### config.mk
export PLATFORM = sky130hd
export DESIGN_NAME = md_seq_ctrl
export DESIGN_NICKNAME = d
export VERILOG_FILES = /design/src/rtl/md_ctrl_pkg.sv /design/src/rtl/md_lat_counter.sv /design/src/rtl/md_seq_ctrl.sv
export SDC_FILE = /design/constraint.sdc
export NUM_CORES = 1
export LEC_CHECK = 0
export CAP_MARGIN = 20
export CORE_MARGIN = 1.5
export CORE_UTILIZATION = 30
export CTS_BUF_LIST = sky130_fd_sc_hd__clkbuf_4 sky130_fd_sc_hd__clkbuf_8
export DETAILED_ROUTE_END_ITERATION = 10
export PLACE_DENSITY_LB_ADDON = 0.15
export SYNTH_ARGS = -nofsm -noshare
export SYNTH_HDL_FRONTEND = slang
export SYNTH_SLANG_ARGS = --single-unit
### constraint.sdc
create_clock -name clk -period 4.6 [get_ports clk]
set_input_delay 0.69 -clock clk [delete_from_list [all_inputs] [get_ports clk]]
set_output_delay 0.69 -clock clk [all_outputs]
set_load 0.01 [all_outputs]
### src/rtl/md_ctrl_pkg.sv
// Shared opcode, state and latency definitions for the multiply/divide sequencing control.
package md_ctrl_pkg;

  localparam logic [2:0] MD_NONE  = 3'd0;
  localparam logic [2:0] MD_MULT  = 3'd1;
  localparam logic [2:0] MD_MULTU = 3'd2;
  localparam logic [2:0] MD_DIV   = 3'd3;
  localparam logic [2:0] MD_DIVU  = 3'd4;
  localparam logic [2:0] MD_MTHI  = 3'd5;
  localparam logic [2:0] MD_MTLO  = 3'd6;

  localparam int MD_MULT_CYCLES_DEF = 5;
  localparam int MD_DIV_CYCLES_DEF  = 10;

  typedef enum logic {
    IDLE = 1'b0,
    RUN  = 1'b1
  } md_state_t;

  function automatic logic is_md_arith(input logic [2:0] op);
    return (op == MD_MULT) || (op == MD_MULTU) || (op == MD_DIV) || (op == MD_DIVU);
  endfunction

  function automatic logic is_div_op(input logic [2:0] op);
    return (op == MD_DIV) || (op == MD_DIVU);
  endfunction

endpackage

### src/rtl/md_lat_counter.sv
// Loadable down-counter timing the multiply/divide latency; last flags the final busy cycle.
module md_lat_counter #(
  parameter int W = 4
) (
  input  logic         clk,
  input  logic         reset,
  input  logic         load,
  input  logic [W-1:0] load_val,
  input  logic         en,
  input  logic         clr,
  output logic [W-1:0] cnt,
  output logic         last
);

  always_ff @(posedge clk) begin
    if (reset)                  cnt <= '0;
    else if (clr)               cnt <= '0;
    else if (load)              cnt <= load_val;
    else if (en && cnt != '0)   cnt <= cnt - W'(1);
  end

  assign last = (cnt == W'(1));

endmodule

### src/rtl/md_seq_ctrl.sv
// E-stage multiply/divide sequencer: start/commit strobes, HI/LO move enables,
// D-stage stall and abort of a just-issued op on exception flush.
module md_seq_ctrl
  import md_ctrl_pkg::*;
#(
  parameter int MULT_CYCLES = MD_MULT_CYCLES_DEF,
  parameter int DIV_CYCLES  = MD_DIV_CYCLES_DEF
) (
  input  logic       clk,
  input  logic       reset,
  input  logic [2:0] op_E,
  input  logic       md_use_D,
  input  logic       exl_flush,
  output logic       start,
  output logic       busy,
  output logic       commit,
  output logic       hi_we,
  output logic       lo_we,
  output logic       is_div,
  output logic       stall_D
);

  localparam int CW = $clog2(DIV_CYCLES + 1);
  localparam logic [CW-1:0] MULT_LD = CW'(MULT_CYCLES);
  localparam logic [CW-1:0] DIV_LD  = CW'(DIV_CYCLES);

  md_state_t         state, state_nxt;
  logic [CW-1:0]     cnt;
  logic              cnt_last;
  logic              abort;
  logic              first_cyc;

  // The issuing instruction sits in M only during the first busy cycle;
  // a flush then must kill the op, later flushes belong to younger instrs.
  assign first_cyc = (state == RUN) && (cnt == (is_div ? DIV_LD : MULT_LD));
  assign abort     = exl_flush && first_cyc;

  md_lat_counter #(.W(CW)) u_cnt (
    .clk      (clk),
    .reset    (reset),
    .load     (start),
    .load_val (is_div_op(op_E) ? DIV_LD : MULT_LD),
    .en       (state == RUN),
    .clr      (abort),
    .cnt      (cnt),
    .last     (cnt_last)
  );

  always_ff @(posedge clk) begin
    if (reset) begin
      state  <= IDLE;
      is_div <= 1'b0;
    end else begin
      state <= state_nxt;
      if (start) is_div <= is_div_op(op_E);
    end
  end

  always_comb begin
    state_nxt = state;
    case (state)
      IDLE: if (start) state_nxt = RUN;
      RUN:  if (abort || cnt_last) state_nxt = IDLE;
      default: state_nxt = IDLE;
    endcase
  end

  always_comb begin
    start   = (state == IDLE) && is_md_arith(op_E) && !exl_flush;
    busy    = (state == RUN);
    commit  = (state == RUN) && cnt_last && !abort;
    hi_we   = (op_E == MD_MTHI) && !exl_flush;
    lo_we   = (op_E == MD_MTLO) && !exl_flush;
    stall_D = md_use_D && (start || busy);
  end

endmodule

==> results of run 1 <==
[registers in the layout, summed over array words and instances (netlist names)]
register / flops
u_cnt.cnt: 4
is_div: 1
busy: 1
[critical path: stages]
cell and delay, ns:
sky130_fd_sc_hd__clkdlybuf4s50_1 0.47, sky130_fd_sc_hd__o21ai_0 0.24, sky130_fd_sc_hd__nand3_2 0.20, sky130_fd_sc_hd__a21boi_0 0.22, sky130_fd_sc_hd__clkdlybuf4s50_1 0.56
[through the flow]
stage	instances	setup WS, ns	total power [uW]	util, %
after detailed placement	80	1.54	129	43.8
final	83	1.53	179	45.4
after floorplan	53	2.54	107	-
after global placement	80	1.56	130	43.8
after CTS	83	1.52	180	45.4
after global routing	83	1.43	190	45.4
[power groups by stage]
stage	Clock, uW	Combinational, uW	Sequential [uW]
final	50.6	59.6	69.2
after global routing	53.9	65.3	71.1
after CTS	51.0	59.8	69.0
after detailed placement	0	59.2	70.1
after global placement	0	59.7	70.2
after floorplan	0	40.8	66.5
[layout by cell type (no fill, tap or decap), types with 2 or more instances in the layout]
master | synthesis | final
sky130_fd_sc_hd__nor3_1 | 2 | 2
sky130_fd_sc_hd__nand3_1 | 2 | 2
sky130_fd_sc_hd__xnor2_1 | 3 | 3
sky130_fd_sc_hd__ha_1 | 2 | 2
sky130_fd_sc_hd__dfxtp_1 | 6 | 6
sky130_fd_sc_hd__a21oi_1 | 3 | 3
sky130_fd_sc_hd__and3_1 | 2 | 2
sky130_fd_sc_hd__nand2_1 | 2 | 2
sky130_fd_sc_hd__o21ai_0 | 2 | 2
sky130_fd_sc_hd__clkdlybuf4s50_1 | 0 | 13
sky130_fd_sc_hd__nor4bb_1 | 2 | 2
sky130_fd_sc_hd__clkbuf_4 | 0 | 3
sky130_fd_sc_hd__nor2_1 | 4 | 4
sky130_fd_sc_hd__inv_1 | 3 | 3
[cell families (layout without fill, tap and decap cells)]
| logic type | after synthesis | after routing | share of synthesized area (%) |
|---|---|---|---|
| flops | 6 | 6 | 26.3 |
| simple gates | 22 | 22 | 32.1 |
| compound gates | 15 | 15 | 25.5 |
| xor+xnor | 3 | 3 | 5.75 |
| buf+inv | 5 | 20 | 4.93 |
| fa+ha+maj | 2 | 2 | 5.48 |
[path summary, 6_finish.rpt]
path / from / end / slack [ns] / depth (start not counted)
max: op_E[0] / stall_D / 1.53 / 5
min: is_div$_SDFFE_PP0P_ / is_div$_SDFFE_PP0P_ / 0.54 / 2
max reg2reg: u_cnt.cnt[1]$_SDFFE_PP0P_ / u_cnt.cnt[1]$_SDFFE_PP0P_ / 3.01 / 6
min reg2reg: is_div$_SDFFE_PP0P_ / is_div$_SDFFE_PP0P_ / 0.54 / 2
[cell type report]
| cell class | instances | area, um2 |
|---|---|---|
| clock buffers | 3 | 22.5 |
| flip-flops and latches | 6 | 120 |
| fillers | 148 | 746 |
| repair buffers | 13 | 130 |
| multi-input cells | 42 | 314 |
| well taps | 15 | 18.8 |
| inverters | 4 | 15.0 |
[layer usage]
layer	up-vias	share of wire, %	wire length, um
met5	-	0	0
met4	0	4.9	53
met3	5	4.4	48
met2	14	42	456
met1	209	49	530
li1	232	-	-
==> impl_summary.log, run 1 <==
INFO  metric status = finished, final reports clean
INFO  metric setup.worst_path.class = input pin to output pin
INFO  metric final_design_area_no_fill = 621 um2
INFO  metric finClkSkew = roughly 0.0067 ns
INFO  metric rsz0062_at_grt = false
INFO  metric layout-drive-gt1-share = roughly an eighth
INFO  metric netlist_instances = between 50 and 60
INFO  metric power_frac_seq = 38.6%
INFO  metric route.antenna.remaining_nets = 0
INFO  metric grt_first_pass_wirelength = 1810 um
INFO  metric insertedDiodeCount = 0
INFO  metric cts_num_sinks = 6
INFO  metric worst_slew_pin_tran = 0.503 ns
INFO  metric yosysWarnings = 0
INFO  metric final-max-slew-violation-count = 0
INFO  metric drt_iter0_drc = 10
INFO  metric cts_inserted_buffers = 3
INFO  metric vias = 460
INFO  metric fp.dieH = between 40 and 50 um
INFO  metric layout-area-overhead-vs-synth = 35.9%
INFO  metric share_of_the_synthesized_area_in_the_top_cell_type = between 20% and 30%
INFO  metric fraction_of_synthesis_flops_using_an_asynchronous_set_or_reset_pin = 0%
INFO  metric power.share.switching = between 30% and 40%
INFO  metric grt_util_met3 = under 10%
INFO  metric max_cap_viol_count = 0
INFO  metric fin_hold_ws = 0.538 ns
INFO  metric yosys.cell_count.top_type = sky130_fd_sc_hd__dfxtp_1
INFO  metric synth.cell_area = ~460 um2
INFO  metric first_global_vias = about 410
INFO  metric final_nets = 79
INFO  metric post_cts_resized = 0
INFO  metric place.detailed.hpwl = 793 um
INFO  metric period_needed = ~3 ns
INFO  metric synth_top_flop_cell = sky130_fd_sc_hd__dfxtp_1
INFO  metric max-slew-margin-rel = between 60% and 70%
INFO  metric timing.critical_path.to_type = output pin
INFO  metric synth-seq-cells = 6
INFO  metric number_of_remaining_drc_errors = 0
INFO  metric achievable-frequency = 326 MHz
INFO  metric ios = 14
INFO  metric placement.io_buffers = 13
INFO  metric busiest_layer = met2
INFO  metric initial_core_util = approximately 33%
INFO  metric timing.final.hold_violations = 0
INFO  metric clk_pin_slew = 0.04 ns
INFO  metric drt-total-wl = about 1100 um
INFO  metric number_of_antenna_violations_at_the_first_check_in_global_routing = 0
INFO  metric power_frac_comb = about a third
INFO  metric synth_sequential_area_ratio = about a quarter
INFO  metric cts_tree = done
INFO  metric setup_tns = 0 ns
INFO  metric power.net_switching = a little under 60 uW
INFO  metric grt_start_max_net_pins = 14
INFO  metric synth-edff-count = 0
INFO  metric routed_wire_length_per_instance = about 13 um
INFO  metric fraction_of_the_cycle_the_final_worst_path_needs = between 60% and 70%
INFO  metric rows = 13
INFO  metric dieArea = 1770 um2
INFO  metric buffers_inserted_by_post_cts_timing_repair = 0
INFO  metric hold_class = register to register
INFO  metric replace_congestion = 0.776
INFO  metric power.density = 289 nW/um2
INFO  metric crit_path_max_fanout = 8
INFO  metric worst_ep_required_time = 3.91 ns
INFO  metric floorplan.die.width = 42.0 um
INFO  metric share_clk_of_total_power = between 20% and 30%
INFO  metric timing.critical_path.arrival = around 2.4 ns
INFO  metric detailedRoute.firstPassIterationCount = 4
INFO  metric ctsLongestPathBuffers = 2
INFO  metric power.static_leakage = around 0.00024 uW
INFO  metric yosys.cell_types.count = 32
INFO  metric root_buffer = sky130_fd_sc_hd__clkbuf_4
INFO  metric cts_htree_levels = 1
INFO  metric setup.worst_path.start_class = input pin
INFO  metric final-setup-viol-count = 0
INFO  metric synth.cells.most_frequent = sky130_fd_sc_hd__dfxtp_1 (6), sky130_fd_sc_hd__nor2_1 (4), sky130_fd_sc_hd__a21oi_1 (3), sky130_fd_sc_hd__inv_1 (3), sky130_fd_sc_hd__xnor2_1 (3)
INFO  metric gr-usage-all-layers = between 10% and 20%
INFO  metric groute.layer.met1.usage = between 10% and 20%
INFO  metric yosys-top-cells-area = sky130_fd_sc_hd__dfxtp_1 (26%), sky130_fd_sc_hd__xnor2_1 (5.8%), sky130_fd_sc_hd__ha_1 (5.5%)
INFO  metric drt-vias-per-instance = 5.54
INFO  metric vdd_ir_drop_max = approximately 80 uV
INFO  metric grt_use_met2 = a little under a fifth
INFO  metric grt_total_ovfl = 0
INFO  metric mappedNetlistNets = between 60 and 70
INFO  metric cts_hold_repair.buffers = 0
INFO  metric floorplan.core_area = approximately 1400 um2
INFO  metric synth_largest_area_cell = sky130_fd_sc_hd__dfxtp_1
INFO  metric detailed_place.area = around 600 um2
INFO  metric internal_power_summed_over_all_cells = around 120 uW
INFO  metric insertion_delay = roughly 0.25 ns
INFO  metric post_synth.cell_area_avg = roughly 8.6 um2
Note: power is estimated with default switching activity, not from simulation.
==> run 2: changes to the inputs <==
clock period = 2.57 ns   (was 4.6 ns; I/O delays follow)
==> run 2 against run 1 <==
Routed wire length grew 1.9%. Setup slack lost 1.3 ns. Core utilization grew 1.6 points. Total power grew 79%. First-iteration DRC count grew 20%. Global-route usage shrank 0.11 points. Critical path depth is the same. Sequential cell count is the same. Largest power group unchanged.
==> impl_summary.log, run 2 (same netlist as run 1, synthesis figures left out) <==
INFO  metric layout-area-overhead-vs-synth = 40.8%
INFO  metric busiest_layer = met2
INFO  metric drt_iter0_drc = 12
INFO  metric fp.dieH = between 40 and 50 um
INFO  metric crit_path_max_fanout = 5
INFO  metric layout_common_cells = sky130_fd_sc_hd__clkdlybuf4s50_1 (13), sky130_fd_sc_hd__dfxtp_1 (6), sky130_fd_sc_hd__nor2_1 (4)
INFO  metric grt_util_met3 = around 4.7%
INFO  metric max_cap_viol_count = 0
INFO  metric achievable-frequency = 427 MHz
INFO  metric floorplan.die.width = 42.0 um
INFO  metric number_of_antenna_violations_at_the_first_check_in_global_routing = 0
INFO  metric hold_class = register to register
INFO  metric vias = 472
INFO  metric routed_wire_length_per_instance = around 13 um
INFO  metric power.static_leakage = approximately 0.00025 uW
INFO  metric max-slew-margin-rel = roughly two thirds
INFO  metric rows = 13
INFO  metric setup.worst_path.class = input pin to output pin
INFO  metric path_common_cell = sky130_fd_sc_hd__clkdlybuf4s50_1
INFO  metric timing.critical_path.arrival = a little under 2 ns
INFO  metric power.density = 500 nW/um2
INFO  metric grt_first_pass_wirelength = approximately 1800 um
INFO  metric commonest_non_fill_non_tap_cell_in_the_layout = sky130_fd_sc_hd__clkdlybuf4s50_1
INFO  metric slowest_stage_cell_on_the_critical_path = sky130_fd_sc_hd__clkdlybuf4s50_1
INFO  metric insertion_delay = approximately 0.25 ns
INFO  metric rsz0062_at_grt = false
INFO  metric largest_register_ffs = 4
INFO  metric largest_register = u_cnt.cnt
INFO  metric cts_hold_repair.buffers = 0
INFO  metric clk_pin_slew = 0.04 ns
INFO  metric cell_by_cell_listing_of_the_critical_path = clkdlybuf4s50_1 > o21ai_0 > nand3_2 > a21boi_0 > clkdlybuf4s50_1
INFO  metric drt-total-wl = 1110 um
INFO  metric final-setup-viol-count = 0
INFO  metric status = finished, final reports clean
INFO  metric initial_core_util = between 30% and 40%
INFO  metric grt_start_max_net_pins = 14
INFO  metric worstSetupEndpoint = stall_D
INFO  metric insertedDiodeCount = 0
INFO  metric drt-vias-per-instance = approximately 5.5
INFO  metric setup.worst_path.start_class = input pin
INFO  metric dieArea = between 1500 and 2000 um2
INFO  metric ctsLongestPathBuffers = 2
INFO  metric post_cts_resized = 0
INFO  metric cts_tree = done
INFO  metric layout-drive-gt1-share = 16.9%
INFO  metric final-max-slew-violation-count = 0
INFO  metric buffers_inserted_by_post_cts_timing_repair = 0
INFO  metric route.antenna.remaining_nets = 0
INFO  metric timing.critical_path.to_type = output pin
INFO  metric first_global_vias = roughly 420
INFO  metric placement.io_buffers = 13
INFO  metric final_nets = 82
INFO  metric fraction_of_the_cycle_the_final_worst_path_needs = between 90% and 100%
INFO  metric startpoint = op_E[0]
INFO  metric cts_inserted_buffers = 3
INFO  metric crit-reg2reg-capture = u_cnt.cnt[3]$_SDFFE_PP0P_
INFO  metric cts_num_sinks = 6
INFO  metric root_buffer = sky130_fd_sc_hd__clkbuf_4
INFO  metric cts_htree_levels = 1
INFO  metric gr-usage-all-layers = a little over an eighth
INFO  metric worst_ep_required_time = 2.18 ns
INFO  metric detailed_place.area = ~620 um2
INFO  metric critical_path.max_stage_delay = between 0.5 and 0.6 ns
INFO  metric place.detailed.hpwl = between 800 and 900 um
INFO  metric period_needed = 2.34 ns
INFO  metric worst_slew_pin_tran = 0.484 ns
INFO  metric fillers = approximately 150
INFO  metric ios = 14
INFO  metric register_to_register_setup_slack = just under 1 ns
INFO  metric number_of_remaining_drc_errors = 0
INFO  metric finClkSkew = about 0.0036 ns
INFO  metric grt_total_ovfl = 0
INFO  metric groute.layer.met1.usage = 17.6%
INFO  metric timing.final.hold_violations = 0
INFO  metric replace_congestion = 0.752
INFO  metric ff2ff_path_depth = 6
INFO  metric final_design_area_no_fill = 643 um2
INFO  metric grt_use_met2 = 18.4%
INFO  metric setup_tns = 0 ns
INFO  metric r2r_start = u_cnt.cnt[1]$_SDFFE_PP0P_
INFO  metric floorplan.core_area = between 1000 and 1500 um2
INFO  metric vdd_ir_drop_max = 145 uV
INFO  metric detailedRoute.firstPassIterationCount = 5
## run 2: worst max-delay path: cells and delay by family
| family | cells | cell delay [ns] |
|---|---|---|
| buffers and inverters | 2 | 1.03 |
| AOI/OAI and AO/OA | 2 | 0.41 |
| and+or+nand+nor | 1 | 0.12 |
## run 2: final cells by class
cell class	count	area, um2	area share, %
timing repair buffer	16	153	23.7
clock buffer	3	22.5	3.50
multi-input combinational	42	314	48.8
inverter	4	15.0	2.33
tap	15	18.8	2.92
sequential	6	120	18.7
## run 2: per-layer routing
metal | routed length (um) | up-vias
met5 | 0 | -
met4 | 34 | 0
met3 | 83 | 6
met2 | 449 | 21
met1 | 542 | 208
li1 | - | 237
## run 2: worst min path at each step
stage / startpoint / to / slack [ns] / cells after the start
6_report: is_div$_SDFFE_PP0P_ / is_div$_SDFFE_PP0P_ / 0.53 / 2
5_1_grt: is_div$_SDFFE_PP0P_ / is_div$_SDFFE_PP0P_ / 0.57 / 2
4_1_cts: is_div$_SDFFE_PP0P_ / is_div$_SDFFE_PP0P_ / 0.54 / 2
3_5_place_dp: is_div$_SDFFE_PP0P_ / is_div$_SDFFE_PP0P_ / 0.53 / 2
3_3_place_gp: is_div$_SDFFE_PP0P_ / is_div$_SDFFE_PP0P_ / 0.53 / 2
2_1_floorplan: reset / busy$_SDFF_PP0_ / 0.45 / 1
## run 2: power breakdown
| part | switching (uW) | internal [uW] |
|---|---|---|
| clock | 33.9 | 52.8 |
| sequential | 20.9 | 104 |
| combinational | 49.0 | 61.0 |
| total | 104 | 218 |
## run 2: per-stage QoR
stage	power (uW)	worst slack [ns]	std cells	hold WS, ns	utilization [%]
floorplan	192	1.12	53	0.455	-
global placement	236	0.245	83	0.534	45.4
detailed placement	236	0.211	83	0.532	45.4
CTS	324	0.207	86	0.543	47.1
global route	345	0.105	86	0.570	47.1
finish	322	0.227	86	0.533	47.1
